File: src/rtl/nvdla_dbb_responder.sv
// nvdla_dbb_responder: memory-side responder for the NVDLA DBB interface.
// Splits DBB read/write bursts into single-beat req/gnt/rvalid memory accesses.
// One burst is in flight at a time. Read data returns through a 2-entry FIFO
// that keeps draining while the next burst starts.
// Optional protocol checker: define NVDLA_DBB_RESP_CHECK_EN to build the sticky
// err_o logic. When it is undefined, err_o is tied to 0.
module nvdla_dbb_responder #(
  parameter int unsigned DATA_WIDTH = 64,
  parameter int unsigned ADDR_WIDTH = 32,
  parameter int unsigned ID_WIDTH   = 8,
  parameter int unsigned LEN_WIDTH  = 4
) (
  input  logic                    clk_i,
  input  logic                    rst_ni,
  input  logic                    wr_req_valid_i,
  output logic                    wr_req_ready_o,
  input  logic [ADDR_WIDTH-1:0]   wr_req_addr_i,
  input  logic [LEN_WIDTH-1:0]    wr_req_len_i,
  input  logic [ID_WIDTH-1:0]     wr_req_id_i,
  input  logic                    rd_req_valid_i,
  output logic                    rd_req_ready_o,
  input  logic [ADDR_WIDTH-1:0]   rd_req_addr_i,
  input  logic [LEN_WIDTH-1:0]    rd_req_len_i,
  input  logic [ID_WIDTH-1:0]     rd_req_id_i,
  input  logic                    wdat_valid_i,
  output logic                    wdat_ready_o,
  input  logic [DATA_WIDTH-1:0]   wdat_data_i,
  input  logic [DATA_WIDTH/8-1:0] wdat_strb_i,
  input  logic                    wdat_last_i,
  output logic                    wrsp_valid_o,
  input  logic                    wrsp_ready_i,
  output logic [ID_WIDTH-1:0]     wrsp_id_o,
  output logic                    rdat_valid_o,
  input  logic                    rdat_ready_i,
  output logic [DATA_WIDTH-1:0]   rdat_data_o,
  output logic                    rdat_last_o,
  output logic [ID_WIDTH-1:0]     rdat_id_o,
  output logic                    mem_req_o,
  input  logic                    mem_gnt_i,
  output logic [ADDR_WIDTH-1:0]   mem_addr_o,
  output logic                    mem_we_o,
  output logic [DATA_WIDTH/8-1:0] mem_be_o,
  output logic [DATA_WIDTH-1:0]   mem_wdata_o,
  input  logic                    mem_rvalid_i,
  input  logic [DATA_WIDTH-1:0]   mem_rdata_i,
  output logic                    busy_o,
  output logic                    err_o
);

  localparam logic [ADDR_WIDTH-1:0] BEAT_BYTES = ADDR_WIDTH'(DATA_WIDTH / 8);

  typedef enum logic [1:0] {IDLE, WRITE, WRITE_RESP, READ} state_t;

  state_t                state;
  logic [ADDR_WIDTH-1:0] addr;
  logic [LEN_WIDTH-1:0]  len;
  logic [ID_WIDTH-1:0]   id;
  logic [LEN_WIDTH:0]    beat_cnt;   // write beats granted / read beats issued
  logic [LEN_WIDTH-1:0]  ret_cnt;    // read beats returned from memory
  logic                  outstanding;
  logic                  last_wr;    // last served burst was a write

  logic [DATA_WIDTH-1:0] fifo_data [2];
  logic [1:0]            fifo_last;
  logic [ID_WIDTH-1:0]   fifo_id [2];
  logic                  rd_ptr;
  logic                  wr_ptr;
  logic [1:0]            fifo_count;

  logic       sel_wr;
  logic       wr_hs;
  logic       rd_hs;
  logic       wr_beat;
  logic       rd_issue;
  logic       rd_gnt;
  logic       push;
  logic       pop;
  logic [2:0] occ;

  // Request arbitration: only the round-robin winner sees ready in IDLE
  always_comb begin
    sel_wr         = wr_req_valid_i && (!rd_req_valid_i || !last_wr);
    wr_req_ready_o = (state == IDLE) && sel_wr;
    rd_req_ready_o = (state == IDLE) && rd_req_valid_i && !sel_wr;
    wr_hs          = wr_req_valid_i && wr_req_ready_o;
    rd_hs          = rd_req_valid_i && rd_req_ready_o;
  end

  // Read issue gating. A pop this cycle frees a slot before the data of a read
  // granted now can arrive, so counting it keeps 1 beat/cycle throughput while
  // never exceeding the two FIFO entries.
  always_comb begin
    pop      = rdat_valid_o && rdat_ready_i;
    push     = outstanding && mem_rvalid_i;
    occ      = 3'(fifo_count) + 3'(outstanding) - 3'(pop);
    rd_issue = (state == READ) && (beat_cnt <= {1'b0, len}) && (occ < 3'd2);
    rd_gnt   = rd_issue && mem_gnt_i;
    wr_beat  = (state == WRITE) && wdat_valid_i && mem_gnt_i;
  end

  // Memory port and write-data channel decode
  always_comb begin
    mem_req_o    = 1'b0;
    mem_we_o     = 1'b0;
    mem_be_o     = '0;
    mem_wdata_o  = '0;
    mem_addr_o   = '0;
    wdat_ready_o = 1'b0;
    unique case (state)
      WRITE: begin
        mem_req_o    = wdat_valid_i;
        mem_we_o     = 1'b1;
        mem_be_o     = wdat_strb_i;
        mem_wdata_o  = wdat_data_i;
        mem_addr_o   = addr;
        wdat_ready_o = mem_gnt_i;
      end
      READ: begin
        mem_req_o  = rd_issue;
        mem_be_o   = '1;
        mem_addr_o = addr;
      end
      default: ;
    endcase
  end

  // Response channels and status
  always_comb begin
    wrsp_valid_o = (state == WRITE_RESP);
    wrsp_id_o    = (state == WRITE_RESP) ? id : '0;
    rdat_valid_o = (fifo_count != 2'd0);
    rdat_data_o  = fifo_data[rd_ptr];
    rdat_last_o  = fifo_last[rd_ptr];
    rdat_id_o    = fifo_id[rd_ptr];
    busy_o       = (state != IDLE) || (fifo_count != 2'd0);
  end

  // Burst sequencing FSM with address/beat bookkeeping
  always_ff @(posedge clk_i) begin
    if (!rst_ni) begin
      state       <= IDLE;
      addr        <= '0;
      len         <= '0;
      id          <= '0;
      beat_cnt    <= '0;
      ret_cnt     <= '0;
      outstanding <= 1'b0;
      last_wr     <= 1'b0;
    end else begin
      if (rd_gnt) begin
        outstanding <= 1'b1;
      end else if (mem_rvalid_i) begin
        outstanding <= 1'b0;
      end
      unique case (state)
        IDLE: begin
          if (wr_hs) begin
            addr     <= wr_req_addr_i;
            len      <= wr_req_len_i;
            id       <= wr_req_id_i;
            beat_cnt <= '0;
            last_wr  <= 1'b1;
            state    <= WRITE;
          end else if (rd_hs) begin
            addr     <= rd_req_addr_i;
            len      <= rd_req_len_i;
            id       <= rd_req_id_i;
            beat_cnt <= '0;
            ret_cnt  <= '0;
            last_wr  <= 1'b0;
            state    <= READ;
          end
        end
        WRITE: begin
          if (wr_beat) begin
            addr     <= addr + BEAT_BYTES;
            beat_cnt <= beat_cnt + (LEN_WIDTH+1)'(1);
            if (beat_cnt[LEN_WIDTH-1:0] == len) begin
              state <= WRITE_RESP;
            end
          end
        end
        WRITE_RESP: begin
          if (wrsp_ready_i) begin
            state <= IDLE;
          end
        end
        READ: begin
          if (rd_gnt) begin
            addr     <= addr + BEAT_BYTES;
            beat_cnt <= beat_cnt + (LEN_WIDTH+1)'(1);
          end
          if (push) begin
            ret_cnt <= ret_cnt + LEN_WIDTH'(1);
            if (ret_cnt == len) begin
              state <= IDLE;
            end
          end
        end
        default: state <= IDLE;
      endcase
    end
  end

  // Read return FIFO (2 entries, simultaneous push/pop allowed when full)
  always_ff @(posedge clk_i) begin
    if (!rst_ni) begin
      for (int unsigned i = 0; i < 2; i++) begin
        fifo_data[i] <= '0;
        fifo_id[i]   <= '0;
      end
      fifo_last  <= '0;
      rd_ptr     <= 1'b0;
      wr_ptr     <= 1'b0;
      fifo_count <= '0;
    end else begin
      if (push) begin
        fifo_data[wr_ptr] <= mem_rdata_i;
        fifo_last[wr_ptr] <= (ret_cnt == len);
        fifo_id[wr_ptr]   <= id;
        wr_ptr            <= ~wr_ptr;
      end
      if (pop) begin
        rd_ptr <= ~rd_ptr;
      end
      fifo_count <= fifo_count + 2'(push) - 2'(pop);
    end
  end

`ifdef NVDLA_DBB_RESP_CHECK_EN
  logic err;

  // Sticky protocol checker: mismatched last marker or write data outside a burst
  always_ff @(posedge clk_i) begin
    if (!rst_ni) begin
      err <= 1'b0;
    end else if ((wr_beat && (wdat_last_i != (beat_cnt[LEN_WIDTH-1:0] == len))) ||
                 (((state == IDLE) || (state == WRITE_RESP)) && wdat_valid_i)) begin
      err <= 1'b1;
    end
  end

  assign err_o = err;
`else
  logic unused_last;
  assign unused_last = wdat_last_i;
  assign err_o       = 1'b0;
`endif

endmodule

File: config.mk
export PLATFORM = sky130hd
export DESIGN_NAME = nvdla_dbb_responder
export DESIGN_NICKNAME = d
export VERILOG_FILES = /design/src/rtl/nvdla_dbb_responder.sv
export SDC_FILE = /design/constraint.sdc
export NUM_CORES = 1
export LEC_CHECK = 0
export BUFFER_PORTS_ARGS = -buffer_cell sky130_fd_sc_hd__buf_2
export CAP_MARGIN = 20
export CORE_AREA = 2 2 164 166
export DETAILED_ROUTE_END_ITERATION = 10
export DIE_AREA = 0 0 166 168
export PLACE_DENSITY = 0.71
export SETUP_SLACK_MARGIN = 0.1
export SLEW_MARGIN = 10
export SYNTH_ARGS = -nofsm -noshare
export SYNTH_HDL_FRONTEND = slang
export SYNTH_SLANG_ARGS = --single-unit
File: constraint.sdc
create_clock -name clk_i -period 6 [get_ports clk_i]
set_input_delay 0.3 -clock clk_i [delete_from_list [all_inputs] [get_ports clk_i]]
set_output_delay 0.3 -clock clk_i [all_outputs]
set_load 0.05 [all_outputs]
==> key figures, run 1 <==
Status
  – Outcome: finished clean

Synthesis
  – Syn Inst Count: 1053
  – Most frequent cell after synthesis: and2_1
  – Complex-gate fraction of the synthesized area: 0.0855
  – Synth Area per Inst: 10.4 µm²
  – Post-synth top area share: 0.394
  – Combinational family with the most area after synthesis: simple AND/OR/NAND/NOR gates
  – Syn_nets: 1296
  – Simple-Gate Fraction of Synth Area: 0.262
  – Yosys cell types: 68
  – Synth async-reset ratio: 0
  – Post-synthesis mux area share: 0.0793
  – Xor-xnor portion of the synthesized cell area: 0.0128
  – Post-synthesis cell area: 11000 µm²
  – Synth top area cells: edfxtp_1 39%, dfxtp_1 12%, and2_1 11%
  – Post-synth EDFFs: 144
  – Ys Warns: 0
  – Adder-cell share of the synthesized area: 0.0109
  – Area leader, netlist: edfxtp_1
  – Post-synthesis register bit count: 208
  – Synth top cells by count: 187 x and2_1, 144 x edfxtp_1, 88 x and3_1
  – Post-synthesis sequential area ratio: 0.511
  – Ys flop type: edfxtp_1

Critical path
  – CP cell instances: nor2_1 > nand2_1 > buf_4 > inv_1 > buf_2
  – Reg2Reg Setup Slack: 2.93 ns
  – Crit-path max FO: 30
  – Critical path origin: state[0]
  – Startpoint types: flop
  – Critical Path Sink Type: primary output
  – CP Class: flop to primary output
  – Critical Path RT: 5.70 ns
  – Launch point of the worst reg-to-reg path: state[0]
  – CP Capture Point: wr_req_ready_o
  – FF-to-FF path depth: 7
  – Critical Path AT: 3.18 ns
  – Reg-to-reg endpoint: addr[26]
  – Worst path max stage delay: 0.86 ns
  – Slowest-stage cell, CP: nor2_1

Run
  – Max-Cap Viols: 0

Clock tree
  – Worst-path clk slew: 0.06 ns
  – Root buf cell: clkbuf_16
  – TritonCTS Buffers: 24
  – Post-CTS resize count: 0
  – H-tree level count: 1
  – CTS tree: done
  – Clock Sinks: 208
  – Worst-Skew Late Latency: 0.51 ns
  – Setup repair bufs after CTS: 0
  – Maximum buffer depth of the clock tree: 3
  – Hold buffer count at cts: 13

Routing
  – DR WL/cell: 17.8 µm
  – Post-Route WL: 32300 µm
  – First DRT Iteration DRCs: 719
  – Number of remaining DRC errors: 0
  – Routed vias: 9570
  – Antenna Violating Nets Remaining: 0
  – Total iterations of the first detailed-routing run: 5
  – Number of vias per cell: 5.28

Placement
  – Cell area after placement: 13300 µm²
  – Routability cong.: 0.849
  – DP HPWL: 22100 µm
  – Port bufs: 425

GRT
  – First-pass GRT wire length: 48700 µm
  – GR peak layer: met2
  – Global Route met3 Usage: 0.0362
  – M1 GR Usage: 0.300
  – Total gr overflow: 0
  – Initial antenna violation count: 3
  – Pin count of the biggest net entering global routing: 111
  – Vias in the first global route: 8871
  – Met2 usage: 0.355
  – Overall routing resource usage: 0.216

Die
  – Initial Util: 0.417
  – Die Span X: 166 µm
  – FP Rows: 60
  – Core ar.: 26400 µm²
  – DIE AREA: 27900 µm²
  – Die height: 168 µm
  – Io pins: 428

Pwr
  – Pwr Total: 4.09 mW
  – Leak Pwr: 6.54 nW
  – Pwr/cell area: 289 nW/µm²
  – VDD IR-drop max: 0.000180 V

STA
  – Setup Skew: 0.0148 ns
  – Final period utilization: 0.579
  – Final count of hold timing violations: 0
  – Setup TNS Final: 0 ns
  – Worst Tran Pin Value: 1.10 ns
  – Fin. max-slew vios: 0
  – Fmax: 288 MHz
  – Relative slew slack: 0.266
  – RSZ-0062 raised after global routing: false
  – Final setup fails: 0
  – Final worst path period need: 3.48 ns

Min path
  – Worst Hold Path Cells: 3
  – Worst Hold Class: input port to flop

Cells and area
  – Fin area: 14200 µm²
  – Share of cells above drive strength 1: 0.381
  – Nets@finish: 1691
  – Post-layout util: 0.538
  – P&R area growth vs syn: 29.2%
[layout by cell type (no fill, tap or decap), drive strengths merged, types with 7 or more instances in the layout]
cell type	count
buf	440
and2	191
edfxtp	144
and3	88
nor2	82
mux2	72
dfxtp	64
nand2	49
nand3	38
clkbuf	33
a21oi	29
o21ai	19
o221ai	18
inv	18
nand4	17
dlygate4sd3	13
xnor2	10
or3	8
a22oi	8
ha	8
nor3	8
clkinv	8
o211ai	7
[state kept, by name, indices dropped and copies added (netlist names), 4 cells and up, named ones only]
name,flops
fifo_id,16
ret_cnt,4
len,4
addr,32
fifo_data,128
beat_cnt,5
id,8
[final cells by class]
cell class	count	area, µm²
well taps	341	427
repair buffers	453	2370
diodes	4	10.0
fillers	2358	12200
clock inverters	11	56.3
multi-input cells	745	4980
inverters	16	60.1
flip-flops and latches	208	5610
clock buffers	33	666
[worst min path at each step]
stage	startpoint	end
final	wr_req_id_i[2]	id[2]
after global routing	wr_req_id_i[2]	id[2]
after CTS	wr_req_id_i[2]	id[2]
after detailed placement	fifo_last[1]	fifo_last[1]
after global placement	fifo_last[0]	fifo_last[0]
after floorplan	wr_req_addr_i[0]	addr[0]
[metal layers]
layer	part of all wire	up-vias
met1	0.43	4540
met2	0.47	377
li1	-	4600
met4	0.018	2
met5	0.00040	-
met3	0.075	51
[power breakdown]
part | switching [mW] | internal, mW | leakage [nW]
logic | 0.717 | 0.308 | 4.17
registers | 0.0938 | 1.62 | 2.01
clock network | 0.574 | 0.776 | 0.352
total | 1.39 | 2.71 | 6.54
[worst max-delay path: cells and delay by family (launching register included)]
kind	cells	cell delay, ns
flip-flops	1	0.40
buffers and inverters	3	1.29
AND/OR/NAND/NOR	2	0.96
[cell families after synthesis]
kind of cell               count (synthesis)
and+or+nand+nor                          512
DFF                                      208
AOI/OAI and AO/OA                        129
buffers and inverters                    100
muxes                                     78
xor gates and xnor gates                  16
adders and majority gates                  9
other                                      1
[metrics by stage]
step | setup WS [ns] | std cells | hold slack [ns]
finish | 2.52 | 1811 | 0.0146
CTS | 2.47 | 1806 | 0.00131
floorplan | 1.79 | 1053 | 0.421
detailed placement | 2.96 | 1749 | 0.467
global route | 2.37 | 1809 | 0.0104
global placement | 3.02 | 1749 | 0.464
Note: power is estimated with default switching activity, not from simulation.
==> run 2, diff against run 1 <==
- CORE_AREA: 2 2 164 166 -> 2 2 165 167
- DIE_AREA: 0 0 166 168 -> 0 0 167 169
- PLACE_DENSITY: 0.71 -> 0.68
- clock period: 6 -> 3.37 ns (I/O delays scaled with it)
==> key figures, run 2 (synthesis gave the netlist of run 1 again) <==
Status
  – Outcome: finished clean

Die
  – Io pins: 428 (unchanged)
  – Die Span X: 167 µm (+0.60%)
  – Die height: 169 µm (+0.60%)
  – Initial Util: 0.414 (-0.00236)
  – DIE AREA: 28200 µm² (+1.2%)
  – FP Rows: 60 (unchanged)
  – Core ar.: 26500 µm² (+0.57%)

Placement
  – Port bufs: 425 (unchanged)
  – DP HPWL: 22800 µm (+3.2%)
  – Cell area after placement: 13400 µm² (+0.64%)
  – Routability cong.: 0.868 (+2.2%)
  – DP Cell Count: 1757 (+0.46%)

Pwr
  – Comb power frac: 0.263 (+0.012)
  – Leak Pwr: 6.99 nW (+6.9%)
  – Clock power share: 0.326 (-0.004)
  – Pwr/cell area: 492 nW/µm² (+71%)
  – Psw: 2.52 mW (+82%)
  – Pwr Total: 7.47 mW (+83%)
  – Switching fraction of total power: 0.337 (-0.00112)
  – Internal: 4.95 mW (+83%)
  – Reg power frac: 0.410 (-0.010)
  – VDD IR-drop max: 0.000486 V (+170%)

STA
  – Setup Skew: 0.0246 ns (+0.00982 ns)
  – Final setup fails: 0 (unchanged)
  – RSZ-0062 raised after global routing: false
  – Setup TNS Final: 0 ns (unchanged)
  – Worst Tran Pin Value: 1.05 ns (-0.0483 ns)
  – Final worst path period need: 3.06 ns
  – Relative slew slack: 0.297 (+0.0311)
  – Final period utilization: 0.909
  – Fmax: 327 MHz
  – Fin. max-slew vios: 0 (unchanged)
  – Final count of hold timing violations: 0 (unchanged)

Critical path
  – Critical path origin: fifo_count[1]
  – Startpoint types: flop
  – Launch point of the worst reg-to-reg path: fifo_count[1]
  – Crit-path max FO: 40 (+33%)
  – Critical Path Sink Type: flop
  – Critical Path AT: 3.48 ns (+0.30 ns)
  – Critical Path RT: 3.79 ns (-1.91 ns)
  – CP Class: flop to flop

Clock tree
  – Setup repair bufs after CTS: 0 (unchanged)
  – H-tree level count: 1 (unchanged)
  – Clock Sinks: 208 (unchanged)
  – Worst-Skew Late Latency: 0.52 ns (about the same)
  – Worst-path clk slew: 0.06 ns (about the same)
  – Root buf cell: clkbuf_16
  – TritonCTS Buffers: 24 (unchanged)
  – Maximum buffer depth of the clock tree: 3 (unchanged)
  – CTS tree: done

Routing
  – Post-Route WL: 33700 µm (+4.5%)
  – First DRT Iteration DRCs: 616 (-14%)
  – Number of vias per cell: 5.24 (-0.84%)
  – Total iterations of the first detailed-routing run: 5 (unchanged)
  – Number of remaining DRC errors: 0 (unchanged)
  – Antenna Violating Nets Remaining: 0 (unchanged)
  – DR WL/cell: 17.7 µm (-0.89%)
  – Routed vias: 10003 (+4.5%)

Cells and area
  – Share of cells above drive strength 1: 0.364 (-0.0173)
  – Max FFs per register: 128 (unchanged)
  – Most frequent cells in the layout: 425 x buf_2, 187 x and2_1, 144 x edfxtp_1, 103 x dlygate4sd3_1, 87 x and3_1
  – P&R area growth vs syn: 38.3%
  – Biggest register: fifo_data
  – Top Registers: fifo_data: 128 flops, addr: 32 flops, fifo_id: 16 flops
  – Fin cells: 1909 (+5.4%)
  – Fin area: 15200 µm² (+7.0%)
  – Nets@finish: 1788 (+5.7%)
  – Commonest non-fill, non-tap cell in the layout: buf_2
  – Post-layout util: 0.573 (+0.0347)

Min path
  – Worst Hold Class: input port to flop
  – Hold Startpoint: rd_req_addr_i[3]

GRT
  – First-pass GRT wire length: 50900 µm (+4.5%)
  – Pin count of the biggest net entering global routing: 74 (-33%)
  – Vias in the first global route: 9529 (+7.4%)
  – Total gr overflow: 0 (unchanged)
  – Initial antenna violation count: 7 (+4)
  – Overall routing resource usage: 0.224 (+0.00792)

Run
  – Max-Cap Viols: 0 (unchanged)
-- run 2: metrics by stage --
step                hold WS [ns]  setup slack, ns
floorplan                  0.289            0.553
global placement           0.380            0.633
detailed placement         0.387            0.623
CTS                       0.0114            0.296
global route              0.0468            0.108
finish                    0.0326            0.308
-- run 2: final timing paths --
| kind | cells after the start | to | slack (ns) |
|---|---|---|---|
| hold / removal | 4 | addr[3] | 0.03 |
| setup reg to reg | 11 | addr[17] | 0.31 |
| hold reg to reg | 2 | fifo_last[1] | 0.48 |
| setup / recovery | 11 | addr[17] | 0.31 |
-- run 2: final cells by class --
cell class	count	area, µm²
clock buffers	29	619
well taps	341	427
multi-input cells	745	4980
repair buffers	550	3350
fillers	2339	11300
clock inverters	15	118
diodes	5	12.5
flip-flops and latches	208	5610
inverters	16	60.1
-- run 2: routing by layer --
layer,GRT usage,vias to the layer above,share of wire
met3,0.0484,57,0.075
li1,-,4791,-
met5,0,-,0.00080
met1,0.287,4743,0.41
met2,0.385,408,0.49
met4,0.0603,4,0.022
-- run 2: repair_timing --
item                                    in CTS  in global routing
endpoints found under the setup margin       0                  1
hold buffers                               103                  0
endpoints found under the hold margin      148                  0
resized for setup                            0                  1
-- run 2: power by group through the flow --
stage / clock network [mW] / logic [mW] / registers [mW]
2_1_floorplan: 0 / 1.37 / 3.03
3_3_place_gp: 0 / 1.81 / 3.11
3_5_place_dp: 0 / 1.82 / 3.12
4_1_cts: 2.49 / 1.96 / 3.06
5_1_grt: 2.59 / 2.09 / 3.09
6_report: 2.44 / 1.97 / 3.07
-- run 2: worst max-delay path: stages, from the launching register on --
cell	delay (ns)
dfxtp_1	0.44
nand2_1	0.07
nor2_1	0.16
o21ai_0	0.13
fa_1	0.50
nand4b_1	0.11
a211oi_2	0.27
o211ai_2	0.14
buf_12	0.20
a221oi_1	0.24
dlygate4sd3_1	0.61
a21oi_1	0.06
==> run 3, diff against run 2 <==
- BUFFER_PORTS_ARGS: -buffer_cell sky130_fd_sc_hd__buf_2 -> not set
- DONT_BUFFER_PORTS: not set -> 1
- PLACE_DENSITY: 0.68 -> 0.54
==> key figures, run 3 (synthesis gave the netlist of run 1 again) <==
Status
  – Outcome: finished clean

STA
  – Final count of hold timing violations: 0 (unchanged)
  – Final worst path period need: 2.95 ns (-0.107 ns)
  – RSZ-0062 raised after global routing: false
  – Hold Worst Slack: 0.00991 ns (-0.0227 ns)
  – Setup Skew: 0.0208 ns (-0.00385 ns)
  – Final setup fails: 0 (unchanged)
  – Fmax: 338 MHz (+3.6%)
  – Setup TNS Final: 0 ns (unchanged)
  – Relative slew slack: 0.267 (-0.0297)
  – Fin. max-slew vios: 0 (unchanged)
  – Worst Tran Pin Value: 1.09 ns (+0.0429 ns)
  – Final period utilization: 0.877 (-0.0319)

Pwr
  – Psw: 2.40 mW (-4.6%)
  – Leak Pwr: 5.27 nW (-25%)
  – Switching fraction of total power: 0.335 (-0.00228)
  – VDD IR-drop max: 0.000354 V (-27%)
  – Pwr/cell area: 537 nW/µm² (+9.1%)
  – Pwr Total: 7.18 mW (-4.0%)
  – Internal: 4.77 mW (-3.6%)
  – Clock power share: 0.326 (about the same)
  – Reg power frac: 0.426 (+0.016)
  – Comb power frac: 0.248 (-0.015)

Routing
  – Total iterations of the first detailed-routing run: 5 (unchanged)
  – DR WL/cell: 21.1 µm (+20%)
  – Number of vias per cell: 5.60 (+6.9%)
  – First DRT Iteration DRCs: 470 (-24%)
  – Antenna Violating Nets Remaining: 0 (unchanged)
  – Number of remaining DRC errors: 0 (unchanged)
  – Post-Route WL: 32100 µm (-5.0%)
  – Routed vias: 8495 (-15%)

Die
  – Initial Util: 0.414 (unchanged)
  – Core ar.: 26500 µm² (unchanged)
  – FP Rows: 60 (unchanged)
  – Io pins: 428 (unchanged)
  – DIE AREA: 28200 µm² (unchanged)
  – Die height: 169 µm (unchanged)
  – Die Span X: 167 µm (unchanged)

Clock tree
  – Maximum buffer depth of the clock tree: 3 (unchanged)
  – Worst-path clk slew: 0.06 ns (about the same)
  – TritonCTS Buffers: 24 (unchanged)
  – Clock Sinks: 208 (unchanged)
  – CTS tree: done
  – Root buf cell: clkbuf_16
  – Worst-Skew Late Latency: 0.51 ns (about the same)
  – H-tree level count: 1 (unchanged)

Placement
  – Routability cong.: 0.864 (-0.38%)
  – Port bufs: 0 (-100%)
  – DP HPWL: 21200 µm (-6.8%)
  – DP Cell Count: 1347 (-23%)

Min path
  – Worst Hold Class: input port to flop

Cells and area
  – Fin cells: 1517 (-21%)
  – # fillers: 2393 (+2.3%)
  – Commonest non-fill, non-tap cell in the layout: and2_1
  – P&R area growth vs syn: 21.8%
  – Nets@finish: 1399 (-22%)
  – Most frequent cells in the layout: 187 x and2_1, 144 x edfxtp_1, 122 x dlygate4sd3_1, 87 x and3_1, 81 x nor2_1
  – Post-layout util: 0.504 (-0.0686)
  – Share of cells above drive strength 1: 0.132 (-0.232)
  – Top Registers: fifo_data: 128 flops, addr: 32 flops, fifo_id: 16 flops
  – Biggest register: fifo_data
  – Max FFs per register: 128 (unchanged)

GRT
  – Vias in the first global route: 8253 (-13%)
  – Initial antenna violation count: 7 (unchanged)
  – Pin count of the biggest net entering global routing: 80 (+8.1%)
  – Total gr overflow: 0 (unchanged)
  – Overall routing resource usage: 0.215 (-0.00937)
  – First-pass GRT wire length: 47700 µm (-6.3%)

Critical path
  – Critical Path Sink Type: primary output
  – CP cell instances: nand2_1 > nor2_1 > o21ai_0 > fa_1 > nand4b_1 > a211oi_2 > nor2b_1 > a21o_1 > buf_12
  – Critical Path RT: 3.20 ns (-0.59 ns)
  – Slowest-stage cell, CP: fa_1
  – Critical Path AT: 2.79 ns (-0.69 ns)
  – CP Class: flop to primary output
  – Worst path max stage delay: 0.50 ns (-0.11 ns)
  – Startpoint types: flop
  – Crit-path max FO: 6 (-85%)

Run
  – Max-Cap Viols: 0 (unchanged)
-- run 3: critical path, delay by kind of cell, from the launching register on --
| family | cells | cell delay, ns |
|---|---|---|
| buffers and inverters | 1 | 0.15 |
| adders and majority gates | 1 | 0.50 |
| and+or+nand+nor | 4 | 0.62 |
| DFF | 1 | 0.43 |
| AOI/OAI and AO/OA | 3 | 0.58 |
-- run 3: area by class of cell --
cell class / instances / area (µm²) / share of cell area
multi-input cells: 745 / 4990 / 0.373
clock inverters: 7 / 28.8 / 0.00215
diodes: 3 / 7.51 / 0.000562
inverters: 16 / 60.1 / 0.00449
well taps: 341 / 427 / 0.0319
flip-flops and latches: 208 / 5610 / 0.420
repair buffers: 161 / 1570 / 0.118
clock buffers: 36 / 667 / 0.0499
-- run 3: per-stage QoR --
stage	cell area, µm²	setup slack [ns]
after detailed placement	11400	0.339
after global placement	11400	0.327
after CTS	13300	0.102
after global routing	13400	0.173
final	13400	0.415
after floorplan	11000	0.553
-- run 3: power groups by stage --
stage	logic (mW)	registers [mW]	clock network, mW
floorplan	1.37	3.03	0
finish	1.78	3.05	2.34
CTS	1.77	3.05	2.40
global route	1.90	3.08	2.51
detailed placement	1.60	3.11	0
global placement	1.59	3.10	0
-- run 3: layer usage --
| metal | vias up | track usage | wire length [µm] |
|---|---|---|---|
| met3 | 55 | 0.0596 | 2750 |
| met4 | 4 | 0.0525 | 648 |
| met2 | 317 | 0.345 | 14900 |
| li1 | 4015 | - | - |
| met5 | - | 0 | 21 |
| met1 | 4104 | 0.289 | 13800 |
-- run 3: final timing paths --
path	cells after the start	startpoint	slack [ns]	endpoint
setup / recovery	9	fifo_count[1]	0.42	mem_req_o
hold / removal	3	wr_req_addr_i[5]	0.01	addr[5]
setup reg to reg	7	state[1]	0.42	addr[20]
hold reg to reg	2	fifo_last[1]	0.48	fifo_last[1]
-- run 3: what timing repair did --
item / CTS / global route
setup endpoints to repair: 0 / 3
setup buffers: 0 / 0
endpoints found under the hold margin: 183 / 0
resized for setup: 0 / 2
hold buffers: 123 / 0
